$ cat config.mk
export PLATFORM = sky130hd
export DESIGN_NAME = color_fsm_driver_flat
export DESIGN_NICKNAME = d
export VERILOG_FILES = /design/src/rtl/color_fsm_driver_if.sv /design/src/rtl/color_fsm_driver.sv /design/src/flat_wrapper.sv
export SDC_FILE = /design/constraint.sdc
export NUM_CORES = 1
export LEC_CHECK = 0
export CAP_MARGIN = 10
export CORE_MARGIN = 2
export CORE_UTILIZATION = 40
export CTS_CLUSTER_SIZE = 14
export DETAILED_ROUTE_END_ITERATION = 10
export PLACE_DENSITY_LB_ADDON = 0.05
export SLEW_MARGIN = 10
export SYNTH_ARGS = -nofsm -noshare
export SYNTH_HDL_FRONTEND = slang
export SYNTH_SLANG_ARGS = --single-unit
$ cat constraint.sdc
create_clock -name clk -period 1.47 [get_ports clk]
set_input_delay 0.2205 -clock clk [delete_from_list [all_inputs] [get_ports clk]]
set_output_delay 0.2205 -clock clk [all_outputs]
set_load 0.01 [all_outputs]
$ cat src/rtl/color_fsm_driver_if.sv
// Request/response handshake between a sequencer and the Color FSM driver.
// The sequencer side is master; the driver side is slave.
interface color_fsm_driver_if;
  logic req_valid;
  logic req_ready;
  logic req_color;
  logic resp_valid;
  logic resp_err;
  logic resp_ready;

  modport master (
    output req_valid, req_color, resp_ready,
    input  req_ready, resp_valid, resp_err
  );

  modport slave (
    input  req_valid, req_color, resp_ready,
    output req_ready, resp_valid, resp_err
  );
endinterface

$ cat src/rtl/color_fsm_driver.sv
// Drives the Blue/Red Color FSM toward a requested colour with single-cycle toggle
// pulses, checking its state after each pulse, and reports pass/fail.
module color_fsm_driver #(
  parameter int MAX_TRIES = 2,
  parameter int CNT_WIDTH = 8
) (
  input  logic                 clk,
  input  logic                 rst,
  color_fsm_driver_if.slave    bus,
  output logic [1:0]           fsm_cmd,
  input  logic [1:0]           fsm_state,
  output logic [CNT_WIDTH-1:0] toggle_count
);
  localparam int TW = $clog2(MAX_TRIES + 1);
  localparam logic [TW-1:0] TRY_LIM = TW'(MAX_TRIES);

  typedef enum logic [2:0] {IDLE, CHECK, DRIVE, WAIT, RESP} state_t;

  state_t          state_q, state_d;
  logic [1:0]      target_q;
  logic [TW-1:0]   tries_q;
  logic            err_q, err_d;
  logic [1:0]      cmd_d;
  logic            accept, illegal, match;

  assign accept  = (state_q == IDLE) && bus.req_valid;
  // Blue = 2'h1 and Red = 2'h2 are the only legal one-hot encodings.
  assign illegal = (fsm_state[1] == fsm_state[0]);
  assign match   = (fsm_state == target_q);

  always_comb begin
    state_d = state_q;
    err_d   = err_q;
    case (state_q)
      IDLE:  if (accept) state_d = CHECK;
      CHECK: begin
        if (illegal)    begin state_d = RESP; err_d = 1'b1; end
        else if (match) begin state_d = RESP; err_d = 1'b0; end
        else                  state_d = DRIVE;
      end
      DRIVE: state_d = WAIT;
      WAIT: begin
        if (illegal)                  begin state_d = RESP; err_d = 1'b1; end
        else if (match)               begin state_d = RESP; err_d = 1'b0; end
        else if (tries_q == TRY_LIM)  begin state_d = RESP; err_d = 1'b1; end
        else                                state_d = DRIVE;
      end
      RESP:  if (bus.resp_ready) state_d = IDLE;
      default: state_d = IDLE;
    endcase
    // Registered command: high for exactly the cycle spent in DRIVE.
    cmd_d = (state_d == DRIVE) ? 2'h1 : 2'h0;
  end

  always_ff @(posedge clk or posedge rst) begin
    if (rst) begin
      state_q      <= IDLE;
      fsm_cmd      <= 2'h0;
      err_q        <= 1'b0;
      target_q     <= 2'h1;
      tries_q      <= '0;
      toggle_count <= '0;
    end else begin
      state_q <= state_d;
      fsm_cmd <= cmd_d;
      err_q   <= err_d;
      if (accept) begin
        target_q <= bus.req_color ? 2'h2 : 2'h1;
        tries_q  <= '0;
      end
      if (state_q == DRIVE) begin
        tries_q <= tries_q + 1'b1;
        if (~&toggle_count) toggle_count <= toggle_count + 1'b1;
      end
    end
  end

  assign bus.req_ready  = (state_q == IDLE);
  assign bus.resp_valid = (state_q == RESP);
  assign bus.resp_err   = err_q;
endmodule

$ cat src/flat_wrapper.sv
// flat-port wrapper written by rule: the top's interface ports become plain ports
module color_fsm_driver_flat 
#(
  parameter int MAX_TRIES = 2,
  parameter int CNT_WIDTH = 8
)
  (clk, rst, fsm_cmd, fsm_state, toggle_count, bus_req_valid, bus_req_color, bus_resp_ready, bus_req_ready, bus_resp_valid, bus_resp_err);
  color_fsm_driver_if bus_i ();
  input  logic clk;
  input  logic rst;
  output logic [1:0] fsm_cmd;
  input  logic [1:0] fsm_state;
  output logic [CNT_WIDTH-1:0] toggle_count;
  input wire logic [$bits(bus_i.req_valid)-1:0] bus_req_valid;
  input wire logic [$bits(bus_i.req_color)-1:0] bus_req_color;
  input wire logic [$bits(bus_i.resp_ready)-1:0] bus_resp_ready;
  output wire logic [$bits(bus_i.req_ready)-1:0] bus_req_ready;
  output wire logic [$bits(bus_i.resp_valid)-1:0] bus_resp_valid;
  output wire logic [$bits(bus_i.resp_err)-1:0] bus_resp_err;
  assign bus_i.req_valid = bus_req_valid;
  assign bus_i.req_color = bus_req_color;
  assign bus_i.resp_ready = bus_resp_ready;
  assign bus_req_ready = bus_i.req_ready;
  assign bus_resp_valid = bus_i.resp_valid;
  assign bus_resp_err = bus_i.resp_err;
  color_fsm_driver #(.MAX_TRIES(MAX_TRIES), .CNT_WIDTH(CNT_WIDTH)) u_core (.clk(clk), .rst(rst), .bus(bus_i), .fsm_cmd(fsm_cmd), .fsm_state(fsm_state), .toggle_count(toggle_count));
endmodule
-- Word-level counts from Yosys, hierarchy flattened
Cells that the tools add are included.
Widths: inputs -> output; s select.
- multiplexer cells: 18
- equal/unequal tests: 10
- add/subtract/negate cells: 2
- bitwise logic cells: 1
- reduce and logical (&&, ||, !) cells: 7
- operators with widths (cell ; number):
    $mux 3 ; 7
    $pmux 3 s5 ; 1
    $eq 3x2->1 const B ; 3
    $add 8x1->8 const B ; 1
    $reduce_and 8->1 ; 1
    $mux 1 ; 6
    $mux 2 ; 3
    $ne 4x1->1 const B ; 1
    $reduce_bool 2->1 ; 2
    $eq 3x1->1 const B ; 1
    $eq 3x3->1 const B ; 1
    $logic_not 3->1 ; 1
    $ne 3x1->1 const B ; 1
    $reduce_and 3->1 ; 1
    $add 2x1->2 const B ; 1
    $eq 2x2->1 ; 1
    $eq 2x2->1 const B ; 1
    $pmux 1 s2 ; 1
    $reduce_and 2->1 ; 1
    $eq 1x1->1 ; 1
    $logic_and 1x1->1 ; 1
    $not 1->1 ; 1
- word-level logic and storage cells: 44
- flip-flop bits (word level): 18
- output and inout bits: 13
- input bits: 7

-- Logic depth before layout (Yosys ltp)
- word-level depth: 7
- depth in mapped cells: 5

-- Least setup slack after synthesis
OpenSTA, ideal clock, no wires.
- kind: register to register
- start: register u_core.toggle_count[2]
- end: register u_core.toggle_count[1]
- data required time: 1345 ps
- data arrival time: 1340 ps
- setup slack: 5 ps
- cell stages (with the launch flop): 5
- period minus slack after synthesis: 1465 ps
- setup time: 125 ps
- cell sequence: dfrtp_1 and4_1 nand4_1 nand2_1 mux2_2
- cells in the longest elaborated chain, start to end: 3
- ends and longest elaborated chain (element ; line ; text):
    start: declaration ; color_fsm_driver.sv:12 ; output logic [CNT_WIDTH-1:0] toggle_count
    start signal: assignment ; color_fsm_driver.sv:73 ; if (~&toggle_count) toggle_count <= toggle_count + 1'b1;
    $reduce_and 8->1 ; color_fsm_driver.sv:73 ;
    $not 1->1 (no source line) ; - ;
    $reduce_and 2->1 (no source line) ; - ;
Every way passes these cells.
A chain may end at the register's enable or synchronous reset.

-- Final worst setup path
- start: register u_core.state_q[0]
- end: register u_core.toggle_count[7]
- cells in the longest elaborated chain, start to end: 2
- ends and longest elaborated chain (element ; line ; text):
    start: declaration ; color_fsm_driver.sv:19 ; state_t state_q, state_d;
    start signal: assignment ; color_fsm_driver.sv:64 ; state_q <= state_d;
    $eq 3x2->1 ; color_fsm_driver.sv:71 ; if (state_q == DRIVE) begin
    $reduce_and 2->1 (no source line) ; - ;
Every way passes these cells.

==> flow_metrics.env <==
export IMPL_grt_pass1_wl_um=3105
export IMPL_port_buffers=18
export IMPL_antenna_found_initial=0
export IMPL_worstPathArrival_ns=1.68
export IMPL_finClkSkew_ns=0.009918
export IMPL_cp_end_kind="register"
export IMPL_crit_end="u_core.toggle_count[7]"
export IMPL_fin_ws_ns=-0.01874
export IMPL_ys_warn_count=0
export IMPL_p_leak_nw=0.6684
export IMPL_nNetsFinal=138
export IMPL_dp_hpwl_um=1247
export IMPL_gp_congestion=0.7244
export IMPL_drtIter0Drc=11
export IMPL_die_area_um2=2543
export IMPL_cts_made_buffers=3
export IMPL_synth_top_cells_by_count="dfrtp_1, nand2_1, inv_1"
export IMPL_cpMaxStageDelayCell="dfrtp_2"
export IMPL_grt_usage=0.1637
export IMPL_hold_ws_ns=0.2129
export IMPL_drt_pass1_iter_count=4
export IMPL_critical_path_cell_count=5
export IMPL_ff2ff_setup_slack_ns=-0.02
export IMPL_worst_setup_path_start_kind="register"
export IMPL_fin_cells=155
export IMPL_nFillCells=164
export IMPL_syn_avg_cell_area_um2=10.51
export IMPL_num_vias=746
export IMPL_worstSetupPathType="register to register"
export IMPL_setup_tns_ns=-0.02773
export IMPL_die_x_um=50.43
export IMPL_synth_largest_area_cell="dfrtp_1"
export IMPL_rows=16
export IMPL_avgViaCountPerCell=4.813
export IMPL_path_delay_family="simple AND/OR/NAND/NOR gates"
export IMPL_power_density_nw_per_um2=1655
export IMPL_path_buf_inv=1
export IMPL_ant_nets=0
export IMPL_timing_rr_end="u_core.toggle_count[7]"
export IMPL_violations="setup timing"
export IMPL_yosysTopAreaCellShare=0.4644
export IMPL_cp_required_ns=1.66
export IMPL_crit_path_cell_trace="buf_6 > nor3b_4 > and3_4 > nand3_2 > mux2_4"
export IMPL_hold_class="primary input to asynchronous set/reset pin"
export IMPL_clk_pin_slew_ns=0.11
export IMPL_setup_violations=2
export IMPL_drive_gt1_frac=0.4141
export IMPL_postCtsHoldBufs=0
export IMPL_maxSlewViolCount=0
export IMPL_wirelength_um=1860
export IMPL_clk_path_buf_depth=2
export IMPL_synth_edff_count=0
export IMPL_maxCapViolations=0
export IMPL_cts_tree="yes"
export IMPL_grt_max_degree=18
export IMPL_finalCriticalPeriod_ns=1.489
export IMPL_cts_sinks=17
export IMPL_grt_pass1_vias=739
export IMPL_diodes=0
export IMPL_cts_max_level=1
export IMPL_cts_root_buf="clkbuf_4"
export IMPL_io_pins=20
export IMPL_die_h_um=50.43
export IMPL_synth_most_common_cell="dfrtp_1"
export IMPL_area_growth_pct=57.04
export IMPL_synth_cell_types=32
export IMPL_fmax_ghz=0.6717
export IMPL_status="complete, but fails checks"
export IMPL_grt_overflow_total=0
export IMPL_max_stage_delay_ns=0.46
export IMPL_remaining_drc_errors=0
export IMPL_synth_nets=91
export IMPL_peakVddDrop_uv=1060
export IMPL_dp_cells=143
export IMPL_worstSetupStartpoint="u_core.state_q[0]"
export IMPL_start_util=0.4306
export IMPL_yosysSeqAreaShare=0.4949
export IMPL_critPathMaxFanout=4
export IMPL_r2r_cells=5
export IMPL_synth_seq_cells=17
export IMPL_syn_area_um2=862.1
export IMPL_core_area_um2=2002
export IMPL_reg2reg_from="u_core.state_q[0]"
export IMPL_post_drt_wl_per_cell_um=12.00
export IMPL_rsz0062_at_grt="true"
export IMPL_syn_inst=82
export IMPL_fin_crit_sh=1.013
export IMPL_synth_ff_type="dfrtp_1"
export IMPL_clock_latency_ns=0.30
export IMPL_finalHoldViolCount=0
export IMPL_synth_area_leaders="dfrtp_1, nand2_1, mux2_2"
export IMPL_async_flop_share=1.000
==> through the flow <==
| step | instance area [um2] | util | power, mW | setup slack, ns |
|---|---|---|---|---|
| 2_1_floorplan | 862.1 | - | 1.262 | 0.005490 |
| 3_3_place_gp | 1196 | 0.5975 | 1.795 | -0.1445 |
| 3_5_place_dp | 1196 | 0.5975 | 1.817 | -0.2031 |
| 4_1_cts | 1299 | 0.6488 | 2.170 | -0.04880 |
| 5_1_grt | 1354 | 0.6763 | 2.407 | -0.07754 |
| 6_report | 1354 | 0.6763 | 2.241 | -0.01874 |
==> power breakdown <==
| group | switching (mW) | total (mW) | leakage [nW] | internal, mW |
|---|---|---|---|---|
| sequential | 0.134 | 0.783 | 0.214 | 0.649 |
| clock | 0.156 | 0.258 | 0.0177 | 0.101 |
| combinational | 0.505 | 1.20 | 0.437 | 0.695 |
==> worst min-delay path by stage <==
stage | from | endpoint | slack (ns) | cells after the start
CTS | rst | u_core.toggle_count[1] | 0.21 | 3
detailed placement | u_core.tries_q[0] | u_core.tries_q[0] | 0.48 | 1
global placement | u_core.tries_q[1] | u_core.tries_q[1] | 0.47 | 2
global route | rst | u_core.toggle_count[0] | 0.25 | 3
floorplan | rst | u_core.bus.resp_err | 0.15 | 1
finish | rst | u_core.toggle_count[1] | 0.21 | 3
==> logic make-up after synthesis <==
| logic type | after synthesis | share of synthesized area |
|---|---|---|
| and+or+nand+nor | 34 | 0.2366 |
| DFF | 17 | 0.4949 |
| AOI/OAI and AO/OA | 13 | 0.09725 |
| buffers and inverters | 6 | 0.03048 |
| xor gates and xnor gates | 5 | 0.05081 |
| muxes | 4 | 0.05660 |
| adders and majority gates | 2 | 0.02902 |
| other | 1 | 0.004350 |
==> state kept, by name (all words and copies together) (netlist names) <==
| register | count |
|---|---|
| u_core.state_q | 3 |
| u_core.toggle_count | 8 |
| u_core.target_q | 2 |
| u_core.tries_q | 2 |
| u_core.bus.resp_err | 1 |
| u_core.fsm_cmd | 1 |
==> cells in the final DEF, fill, tap and decap left out, drive strengths merged, types with 2 or more instances in the layout <==
| master | n |
|---|---|
| buf | 26 |
| dfrtp | 16 |
| nand2 | 10 |
| clkdlybuf4s50 | 10 |
| inv | 5 |
| nand3 | 5 |
| o21ai | 4 |
| mux2 | 4 |
| a21oi | 4 |
| nor2b | 4 |
| xnor2 | 3 |
| clkbuf | 3 |
| dlymetal6s2s | 3 |
| dlygate4sd2 | 3 |
| nand2b | 3 |
| nor2 | 2 |
| xor2 | 2 |
| nor3 | 2 |
| ha | 2 |
| or2b | 2 |
| nor3b | 2 |
| and3 | 2 |
==> tightest hold or removal path, delay by kind of cell <==
family   cells  cell delay [ns]
buf+inv      3             0.67
==> final cells by class <==
class / instances / area (um2) / share of cell area
clock buffer: 3 / 22.52 / 0.01664
clock inverter: 1 / 5.005 / 0.003697
inverter: 5 / 18.77 / 0.01386
multi-input combinational: 59 / 469.2 / 0.3466
sequential: 17 / 430.4 / 0.3179
tap: 27 / 33.78 / 0.02495
timing repair buffer: 43 / 374.1 / 0.2763
==> what timing repair did <==
action                     in CTS  in global routing
pin swaps                       4                  4
setup buffers                   7                  1
gates resized for setup        15                 14
setup endpoints to repair      12                 14
==> routing by layer <==
metal,GRT usage,share of wire,vias up
li1,-,-,376
met1,0.2167,0.46,349
met2,0.2522,0.48,17
met3,0.03571,0.040,4
met4,0.08108,0.024,0
met5,0,0,-
Power figures use the tool's default switching activity.
